==> src/rtl/simon_playback_seq.sv <==
// -----------------------------------------------------------------------------
// simon_playback_seq
//
// Replays the stored Simon colour pattern to the player. For each step from 0
// to len-1 it reads the colour from the sequence RAM and then lights the
// matching LED and enables the tone generator for an ON window. A dark GAP
// window follows. Both windows are timed in milliseconds by a prescaler. The
// prescaler is programmed with the number of clk cycles per millisecond.
//
// Ports
//   clk             system clock (25 MHz divided clock)
//   rst             asynchronous, active-high reset
//   ticks_per_milli clk cycles per millisecond (0 behaves as 1), read live
//   start           1-cycle playback request (ignored unless idle)
//   abort           1-cycle stop request, wins over start
//   len             steps to play, latched at accepted start, clamped to DEPTH
//   on_ms           ON window in ms, latched at accepted start (0 behaves as 1)
//   mem_addr        sequence RAM read address
//   mem_data        colour code, valid one cycle after mem_addr
//   led             one-hot LED drive (bit index = colour code)
//   tone_en         tone generator enable
//   tone_sel        colour code selecting the tone pitch
//   busy            high from the cycle after an accepted start until idle
//   done            1-cycle pulse after the last GAP window
//
// Every output comes straight from a flop.
// -----------------------------------------------------------------------------
module simon_playback_seq #(
  parameter int ADDR_W = 5,
  parameter int GAP_MS = 200,
  parameter int MS_W   = 10
) (
  input  logic              clk,
  input  logic              rst,
  input  logic [15:0]       ticks_per_milli,
  input  logic              start,
  input  logic              abort,
  input  logic [ADDR_W:0]   len,
  input  logic [MS_W-1:0]   on_ms,
  output logic [ADDR_W-1:0] mem_addr,
  input  logic [1:0]        mem_data,
  output logic [3:0]        led,
  output logic              tone_en,
  output logic [1:0]        tone_sel,
  output logic              busy,
  output logic              done
);

  // DEPTH = 2**ADDR_W, expressed at the width of len.
  localparam logic [ADDR_W:0] DEPTH_V = {1'b1, {ADDR_W{1'b0}}};
  localparam logic [MS_W:0]   GAP_V   = (MS_W + 1)'(GAP_MS);

  typedef enum logic [2:0] {
    IDLE,
    FETCH,
    LOAD,
    ON,
    GAP,
    FIN
  } state_t;

  state_t              state_q, state_d;
  logic [ADDR_W-1:0]   idx_q, idx_d;
  logic [ADDR_W:0]     lat_len_q, lat_len_d;
  logic [MS_W-1:0]     lat_on_q, lat_on_d;
  logic [15:0]         presc_q, presc_d;
  logic [15:0]         t_cur_q, t_cur_d;
  logic [MS_W-1:0]     ms_q, ms_d;
  logic [ADDR_W-1:0]   mem_addr_q, mem_addr_d;
  logic [3:0]          led_q, led_d;
  logic                tone_en_q, tone_en_d;
  logic [1:0]          tone_sel_q, tone_sel_d;
  logic                busy_q, busy_d;
  logic                done_q, done_d;

  // One-hot decode of the colour currently arriving from the RAM.
  logic [3:0] colour_onehot;

  genvar gi;
  generate
    for (gi = 0; gi < 4; gi++) begin : g_colour_dec
      assign colour_onehot[gi] = (mem_data == 2'(gi));
    end
  endgenerate

  // A ticks_per_milli value of 0 behaves as 1.
  logic [15:0] t_eff;
  assign t_eff = (ticks_per_milli == 16'd0) ? 16'd1 : ticks_per_milli;

  // t_cur_q holds the period in use for the current millisecond. It is
  // reloaded only when the prescaler restarts, so a change to
  // ticks_per_milli takes effect at the next wrap and not partway through
  // a millisecond.
  logic            ms_tick;
  logic [MS_W:0]   ms_inc;
  logic            on_hit;
  logic            gap_hit;
  logic            last_step;

  assign ms_tick   = (presc_q == (t_cur_q - 16'd1));
  assign ms_inc    = {1'b0, ms_q} + {{MS_W{1'b0}}, 1'b1};
  assign on_hit    = ms_tick && (ms_inc == {1'b0, lat_on_q});
  assign gap_hit   = ms_tick && (ms_inc == GAP_V);
  assign last_step = (({1'b0, idx_q} + {{ADDR_W{1'b0}}, 1'b1}) == lat_len_q);

  always_comb begin
    state_d    = state_q;
    idx_d      = idx_q;
    lat_len_d  = lat_len_q;
    lat_on_d   = lat_on_q;
    presc_d    = presc_q;
    t_cur_d    = t_cur_q;
    ms_d       = ms_q;
    mem_addr_d = mem_addr_q;
    led_d      = led_q;
    tone_en_d  = tone_en_q;
    tone_sel_d = tone_sel_q;
    busy_d     = busy_q;
    done_d     = 1'b0;

    // The prescaler and ms counter run in both timed windows.
    if (state_q == ON || state_q == GAP) begin
      if (ms_tick) begin
        presc_d = 16'd0;
        ms_d    = ms_inc[MS_W-1:0];
        t_cur_d = t_eff;
      end else begin
        presc_d = presc_q + 16'd1;
      end
    end

    case (state_q)
      IDLE: begin
        if (start) begin
          lat_len_d = (len > DEPTH_V) ? DEPTH_V : len;
          lat_on_d  = (on_ms == '0) ? {{(MS_W-1){1'b0}}, 1'b1} : on_ms;
          idx_d     = '0;
          busy_d    = 1'b1;
          if (len == '0) begin
            // Nothing to play: go straight to the done pulse.
            state_d = FIN;
            done_d  = 1'b1;
          end else begin
            state_d    = FETCH;
            mem_addr_d = '0;
          end
        end
      end

      FETCH: begin
        // mem_addr already points at idx. The RAM presents the data next cycle.
        state_d = LOAD;
      end

      LOAD: begin
        state_d    = ON;
        led_d      = colour_onehot;
        tone_en_d  = 1'b1;
        tone_sel_d = mem_data;
        presc_d    = 16'd0;
        ms_d       = '0;
        t_cur_d    = t_eff;
      end

      ON: begin
        if (on_hit) begin
          state_d   = GAP;
          led_d     = 4'd0;
          tone_en_d = 1'b0;
          presc_d   = 16'd0;
          ms_d      = '0;
        end
      end

      GAP: begin
        if (gap_hit) begin
          presc_d = 16'd0;
          ms_d    = '0;
          if (last_step) begin
            state_d = FIN;
            done_d  = 1'b1;
          end else begin
            // lat_len never exceeds DEPTH, so idx stops at DEPTH-1.
            idx_d      = idx_q + {{(ADDR_W-1){1'b0}}, 1'b1};
            mem_addr_d = idx_q + {{(ADDR_W-1){1'b0}}, 1'b1};
            state_d    = FETCH;
          end
        end
      end

      FIN: begin
        state_d = IDLE;
        busy_d  = 1'b0;
      end

      default: begin
        state_d = IDLE;
        busy_d  = 1'b0;
      end
    endcase

    // Abort overrides everything, including a start in the same cycle.
    if (abort) begin
      state_d   = IDLE;
      led_d     = 4'd0;
      tone_en_d = 1'b0;
      busy_d    = 1'b0;
      done_d    = 1'b0;
    end
  end

  always_ff @(posedge clk or posedge rst) begin
    if (rst) begin
      state_q    <= IDLE;
      idx_q      <= '0;
      lat_len_q  <= '0;
      lat_on_q   <= '0;
      presc_q    <= '0;
      t_cur_q    <= '0;
      ms_q       <= '0;
      mem_addr_q <= '0;
      led_q      <= '0;
      tone_en_q  <= 1'b0;
      tone_sel_q <= '0;
      busy_q     <= 1'b0;
      done_q     <= 1'b0;
    end else begin
      state_q    <= state_d;
      idx_q      <= idx_d;
      lat_len_q  <= lat_len_d;
      lat_on_q   <= lat_on_d;
      presc_q    <= presc_d;
      t_cur_q    <= t_cur_d;
      ms_q       <= ms_d;
      mem_addr_q <= mem_addr_d;
      led_q      <= led_d;
      tone_en_q  <= tone_en_d;
      tone_sel_q <= tone_sel_d;
      busy_q     <= busy_d;
      done_q     <= done_d;
    end
  end

  assign mem_addr = mem_addr_q;
  assign led      = led_q;
  assign tone_en  = tone_en_q;
  assign tone_sel = tone_sel_q;
  assign busy     = busy_q;
  assign done     = done_q;

endmodule
==> config.mk <==
export PLATFORM = sky130hd
export DESIGN_NAME = simon_playback_seq
export DESIGN_NICKNAME = d
export VERILOG_FILES = /design/src/rtl/simon_playback_seq.sv
export SDC_FILE = /design/constraint.sdc
export NUM_CORES = 1
export LEC_CHECK = 0
export CORE_ASPECT_RATIO = 0.75
export CORE_MARGIN = 2
export CORE_UTILIZATION = 45
export CTS_CLUSTER_DIAMETER = 120
export CTS_CLUSTER_SIZE = 16
export DETAILED_ROUTE_END_ITERATION = 10
export PLACE_DENSITY = 0.66
export SLEW_MARGIN = 15
export SYNTH_ARGS = -nofsm -noshare
export SYNTH_HDL_FRONTEND = slang
export SYNTH_SLANG_ARGS = --single-unit
==> constraint.sdc <==
create_clock -name clk -period 4.49 [get_ports clk]
set_clock_uncertainty 0.1 [all_clocks]
set_input_delay 0.449 -clock clk [delete_from_list [all_inputs] [get_ports clk]]
set_output_delay 0.449 -clock clk [all_outputs]
set_load 0.01 [all_outputs]
==> qor.yml, run 1 <==
sta:
  tns_ps: 0
  slew_violations: 0
  relSlewSlack_pct: 37.0
  fmax_mhz: 268
  fin_crit_sh_pct: 83.1
  setup_violations: 0
  fin_crit_ps: 3730
  hold_viol: 0
  worstMarginPinSlew_ps: 946
  rsz0062_at_grt: "no"
  timing.final.ws_setup_ps: 760
hold_path:
  hold_class: "reg2reg"
  min_from: "led[0]"
synthesis:
  synth_top_family_by_area: "simple AND/OR/NAND/NOR gates"
  syn_nets: 525
  yosys.area_share.simple_pct: 22.3
  syn_inst: 482
  muxShareOfSynthArea_pct: 7.14
  yosysSeqAreaShare_pct: 42.6
  ys.flop_type: "dfrtp_1"
  synthXorXnorAreaFrac_pct: 11.8
  synth_fa_ha_area_share_pct: 1.33
  synth-async-reset-ratio_pct: 100
  synth_edf_count: 0
  yosysWarnings: 0
  synth-seq-cells: 80
  avgSynthCellArea_sq_um: 9.74
  synth_compound_area_share_pct: 11.7
  synth.distinct_cells: 67
  syn_area_sq_um: 4690
placed_design:
  place.gp.congestion: 0.880
  placement.io_buffers: 51
  hpwlAfterDp_um: 8190
  pre_cts_slack_ps: 817
clocking:
  root_buffer: "clkbuf_16"
  cts_hold_buf: 0
  clkSlewWorstSetupHoldPaths_ps: 60
  numCtsBuffers: 9
  tritoncts: "yes"
  h-tree-depth: 3
  clockBufferDepth: 2
  cts_setup_buffers: 0
  cts_resized: 0
  worst_skew_pair.late_latency_ps: 340
  numClockSinks: 80
global_routing:
  grt_pass1_wl_um: 18600
  overflow: 0
  grt_use_total_pct: 21.1
  antenna_found_initial: 0
  grt_pass1_vias: 3634
  grt_max_degree: 56
final_layout:
  diodes: 0
  final_cell_mix: "dfrtp_1 (80), nor2_1 (52), clkdlybuf4s50_1 (51), nand2_1 (39), xor2_1 (34)"
  layout-drive-gt1-share_pct: 8.83
  nets: 570
  final_common_cell: "dfrtp_1"
  syn_to_final_growth_pct: 19.8
die:
  rows: 32
  core_sq_um: 10200
  fp.dieW_um: 122
  die_area_sq_um: 11300
  start_util_pct: 46.0
  ioPinCount: 52
  die_y_um: 92.5
critical_path:
  cp_cell_sequence: "inv_1, ha_1, nor4b_2, nand3_1, nand2_1, nand3_1, nor3b_2, nand2_1, nand2_1, buf_4, mux2i_1"
  slowest_delay_ps: 640
  end_kind: "register"
  critical_path_arrival_ps: 3890
  path_class: "reg2reg"
  crit_fanout: 17
  startpoint_type: "register"
  crit_path_start: "t_cur_q[0]"
  crit-reg2reg-launch: "t_cur_q[0]"
  required_ps: 4650
  cp_slowest_cell: "nand2_1"
  cpMostUsedCell: "nand2_1"
power:
  p_leak_nw: 2.31
  max-vdd-ir-drop_v: 0.000221
  power-per-cell-area_nw_per_um2: 423
routing:
  via_per_inst: 5.65
  drt-initial-drc-count: 305
  routedWlPerCell_um: 16.4
  drt_wl_total_um: 11000
  vias: 3775
  ant_nets: 0
  drcViolationCount: 0
  drtPass1Iterations: 5
run:
  cap_violations: 0
run_status:
  status: "complete, no violations"
==> area by class of cell <==
class | instances | area [sq um]
fillers | 894 | 4590
flip-flops and latches | 80 | 2000
repair buffers | 56 | 548
clock buffers | 11 | 243
multi-input cells | 371 | 2550
clock inverters | 5 | 80.1
well taps | 136 | 170
inverters | 9 | 35.0
==> path summary, 6_finish.rpt <==
| path | endpoint | slack [ps] | depth (start not counted) |
|---|---|---|---|
| setup / recovery | t_cur_q[0] | 760 | 11 |
| hold / removal | led[0] | 380 | 1 |
| setup reg to reg | t_cur_q[0] | 760 | 11 |
| hold reg to reg | led[0] | 380 | 1 |
| max in group asynchronous | t_cur_q[10] | 2920 | 3 |
| min in group asynchronous | ms_q[4] | 500 | 2 |
==> critical path: cells and delay by family (launching register included) <==
| family | cells | cell delay, ps |
|---|---|---|
| buffers and inverters | 2 | 400 |
| adder cells (fa/ha/maj) | 1 | 280 |
| AND/OR/NAND/NOR | 7 | 2220 |
| multiplexers | 1 | 190 |
| flip-flops | 1 | 460 |
==> per-stage QoR <==
step	utilization, %	area [sq um]	power (mW)	hold slack [ps]	std cells
6_report	55.1	5620	2.38	377	668
5_1_grt	55.1	5620	2.50	398	668
3_3_place_gp	51.9	5300	1.57	368	652
2_1_floorplan	-	4690	1.42	369	482
3_5_place_dp	51.9	5300	1.59	370	652
4_1_cts	55.1	5620	2.39	385	668
==> layer usage <==
| layer | track usage (%) | vias to the layer above | wire length [um] |
|---|---|---|---|
| li1 | - | 1818 | - |
| met1 | 31.1 | 1843 | 5380 |
| met2 | 31.3 | 99 | 4850 |
| met3 | 4.56 | 15 | 610 |
| met4 | 5.75 | 0 | 129 |
| met5 | 0 | - | 0 |
==> state kept, by name (all words and copies together), names as in the netlist, 4 cells and up <==
register,cells
t_cur_q,16
lat_on_q,10
lat_len_q,6
led,4
mem_addr,5
idx_q,5
ms_q,10
presc_q,16
==> logic make-up after synthesis <==
| logic type | after synthesis |
|---|---|
| buffers and inverters | 31 |
| AO/OA/AOI/OAI | 75 |
| flip-flops | 80 |
| multiplexers | 30 |
| XOR/XNOR | 63 |
| adder cells (fa/ha/maj) | 5 |
| AND/OR/NAND/NOR | 198 |
==> synthesized netlist by cell type, drive strengths merged (3+ instances only) <==
cell type	n	area, sq um
nor3	13	70.1
a31oi	4	25.0
mux2	28	315
clkbuf	12	45.0
o21ai	19	103
nor4	12	90.1
inv	9	33.8
and4	3	26.3
and3	6	37.5
or2	4	25.0
a21o	4	30.0
nand2b	11	68.8
o2111ai	3	32.5
buf	10	67.6
a21oi	8	40.0
nand3b	4	30.0
o2bb2ai	8	70.1
nand3	22	110
ha	5	62.6
dfrtp	80	2000
nor2	52	195
xnor2	29	254
xor2	34	298
or4	7	60.1
nand4	15	93.8
nand2	39	146
==> report_power, final <==
part / total, mW / internal [mW] / leakage [nW] / switching [mW]
registers: 1.00 / 0.838 / 1.04 / 0.164
logic: 0.585 / 0.293 / 1.11 / 0.292
clock network: 0.791 / 0.501 / 0.152 / 0.290
Note: power is estimated with default switching activity, not from simulation.
==> inputs of run 2 (changes only) <==
--- a/config.mk
+++ b/config.mk
@@ -11,7 +11,7 @@
 export CTS_CLUSTER_DIAMETER = 120
 export CTS_CLUSTER_SIZE = 16
 export DETAILED_ROUTE_END_ITERATION = 10
-export PLACE_DENSITY = 0.66
+export PLACE_DENSITY = 0.69
 export SLEW_MARGIN = 15
 export SYNTH_ARGS = -nofsm -noshare
 export SYNTH_HDL_FRONTEND = slang
==> constraint.sdc (replaced) <==
create_clock -name clk -period 3.19 [get_ports clk]
set_clock_uncertainty 0.1 [all_clocks]
set_input_delay 0.319 -clock clk [delete_from_list [all_inputs] [get_ports clk]]
set_output_delay 0.319 -clock clk [all_outputs]
set_load 0.01 [all_outputs]
==> run 2 against run 1 <==
  * Sequential cell count is the same
  * Total power grew 49%
  * Die area is the same
  * Largest power group unchanged
  * Combinational power grew 79%
  * Core utilization grew 3.0 points
  * Critical path type unchanged
  * Sequential power grew 38%
  * Largest cell class unchanged
  * Setup slack lost 680 ps
  * Critical endpoint is now mem_addr[0]
  * Fmax grew 20%
  * Design area grew 5.4%
  * Worst hold slack lost 6.2 ps
==> qor.yml, run 2 (synthesis gave the netlist of run 1 again) <==
run_status:
  status: "complete, no violations"  # unchanged
clocking:
  worst_skew_pair.late_latency_ps: 340  # about the same
  h-tree-depth: 3  # unchanged
  numCtsBuffers: 9  # unchanged
  tritoncts: "yes"  # unchanged
  numClockSinks: 80  # unchanged
  clockBufferDepth: 2  # unchanged
  cts_hold_buf: 0  # unchanged
  clkSlewWorstSetupHoldPaths_ps: 50  # was 60 ps
  root_buffer: "clkbuf_16"  # unchanged
final_layout:
  final_cell_mix: "dfrtp_1 (76), nor2_1 (52), clkdlybuf4s50_1 (51), nand2_1 (39), xor2_1 (34)"  # was dfrtp_1 (80), nor2_1 (52), clkdlybuf4s50_1 (51), nand2_1 (39), xor2_1 (34)
  top_regs: "presc_q x16, t_cur_q x16"  # unchanged
  layout-drive-gt1-share_pct: 15.5  # was 8.83%
  final_common_cell: "dfrtp_1"  # unchanged
  nets: 595  # was 570
  fin_util_pct: 58.0  # was 55.1%
  diodes: 0  # unchanged
  final_area_sq_um: 5930  # was 5620 sq um
  syn_to_final_growth_pct: 26.2  # was 19.8%
  final_cell_count_no_fill: 692  # was 668
critical_path:
  required_ps: 3320  # was 4650 ps
  crit_fanout: 5  # was 17
  critical_path_arrival_ps: 3230  # was 3890 ps
  path_class: "reg2reg"  # unchanged
  startpoint_type: "register"  # unchanged
  r2r_setup_slack_ps: 80  # was 760 ps
  end_kind: "register"  # unchanged
die:
  fp.dieW_um: 122  # unchanged
  rows: 32  # unchanged
  start_util_pct: 46.0  # unchanged
  die_y_um: 92.5  # unchanged
  ioPinCount: 52  # unchanged
  core_sq_um: 10200  # unchanged
  die_area_sq_um: 11300  # unchanged
sta:
  fin_crit_ps: 3110  # was 3730 ps
  whs_ps: 371  # was 377 ps
  fin_crit_sh_pct: 97.4  # was 83.1%
  setup_violations: 0  # unchanged
  fmax_mhz: 322  # was 268 MHz
  slew_violations: 0  # unchanged
  hold_viol: 0  # unchanged
  tns_ps: 0  # unchanged
  timing.final.ws_setup_ps: 82.8  # was 760 ps
  relSlewSlack_pct: 40.9  # was 37.0%
  worstMarginPinSlew_ps: 886  # was 946 ps
routing:
  routedWlPerCell_um: 16.3  # was 16.4 um
  via_per_inst: 5.65  # about the same
  drt_wl_total_um: 11300  # was 11000 um
  vias: 3910  # was 3775
  drtPass1Iterations: 5  # unchanged
  ant_nets: 0  # unchanged
  drt-initial-drc-count: 254  # was 305
  drcViolationCount: 0  # unchanged
placed_design:
  placed_cells: 666  # was 652
  dpl_cell_area_sq_um: 5430  # was 5300 sq um
  hpwlAfterDp_um: 8200  # was 8190 um
  placement.io_buffers: 51  # unchanged
  place.gp.congestion: 0.985  # was 0.880
  pre_cts_slack_ps: -50.4  # was 817 ps
global_routing:
  overflow: 0  # unchanged
  antenna_found_initial: 1  # was 0
  grt_use_total_pct: 20.9  # was 21.1%
  grt_max_degree: 51  # was 56
  grt_pass1_wl_um: 18500  # was 18600 um
  grt_pass1_vias: 3604  # was 3634
power:
  p_total_mw: 3.55  # was 2.38 mW
  max-vdd-ir-drop_v: 0.000357  # was 0.000221 V
  p_leak_nw: 2.48  # was 2.31 nW
  power-per-cell-area_nw_per_um2: 599  # was 423 nW/um^2
run:
  cap_violations: 0  # unchanged
hold_path:
  hold_class: "in2async"  # was reg2reg
-- run 2: cell types whose count changed in the layout (fill, tap and decap cells not counted), moves of 2 or more --
cell        delta
nor3_1         -2
dfrtp_1        -4
buf_4         +23
clkinvlp_4     -2
nand3_2        +2
nand3_1        -2
buf_12         +2
dfrtp_2        +4
-- run 2: cell type report --
class | count | area (sq um)
Tap cell | 136 | 170
Fill cell | 868 | 4280
Clock buffer | 12 | 256
Sequential cell | 80 | 2010
Clock inverter | 3 | 65.1
Multi-Input combinational cell | 371 | 2630
Inverter | 9 | 35.0
Timing Repair Buffer | 81 | 761
-- run 2: path summary, 6_finish.rpt --
check	end	from	cells after the start
worst max-delay path	mem_addr[0]	t_cur_q[10]	8
worst min-delay path	ms_q[6]	rst	2
worst max register to register	mem_addr[0]	t_cur_q[10]	8
worst min register to register	led[0]	led[0]	1
max in group asynchronous	ms_q[0]	rst	3
min in group clk	led[0]	led[0]	1
-- run 2: power by group --
group          switching (mW)  internal, mW
sequential              0.196          1.18
combinational           0.512         0.541
clock                   0.393         0.722
total                    1.10          2.45
-- run 2: routing by layer --
metal	GRT usage, %	routed length, um	vias to the layer above
li1	-	-	1873
met1	30.4	5470	1903
met2	30.2	4980	120
met3	5.60	677	12
met4	6.51	139	2
met5	0	13	-
-- run 2: worst max-delay path: stages, from the launching register on --
cell and delay, ps:
dfrtp_1 430, buf_4 180, o41ai_1 500, nand4_1 170, a211o_1 280, or4_4 560
nor4_4 430, o21ai_2 160, a21o_1 210
-- run 2: what timing repair did --
action / in CTS / in global routing
setup buffers: 0 / 11
pin swaps: 0 / 9
gates resized for setup: 1 / 18
gates cloned: 0 / 0
endpoints found under the setup margin: 15 / 42
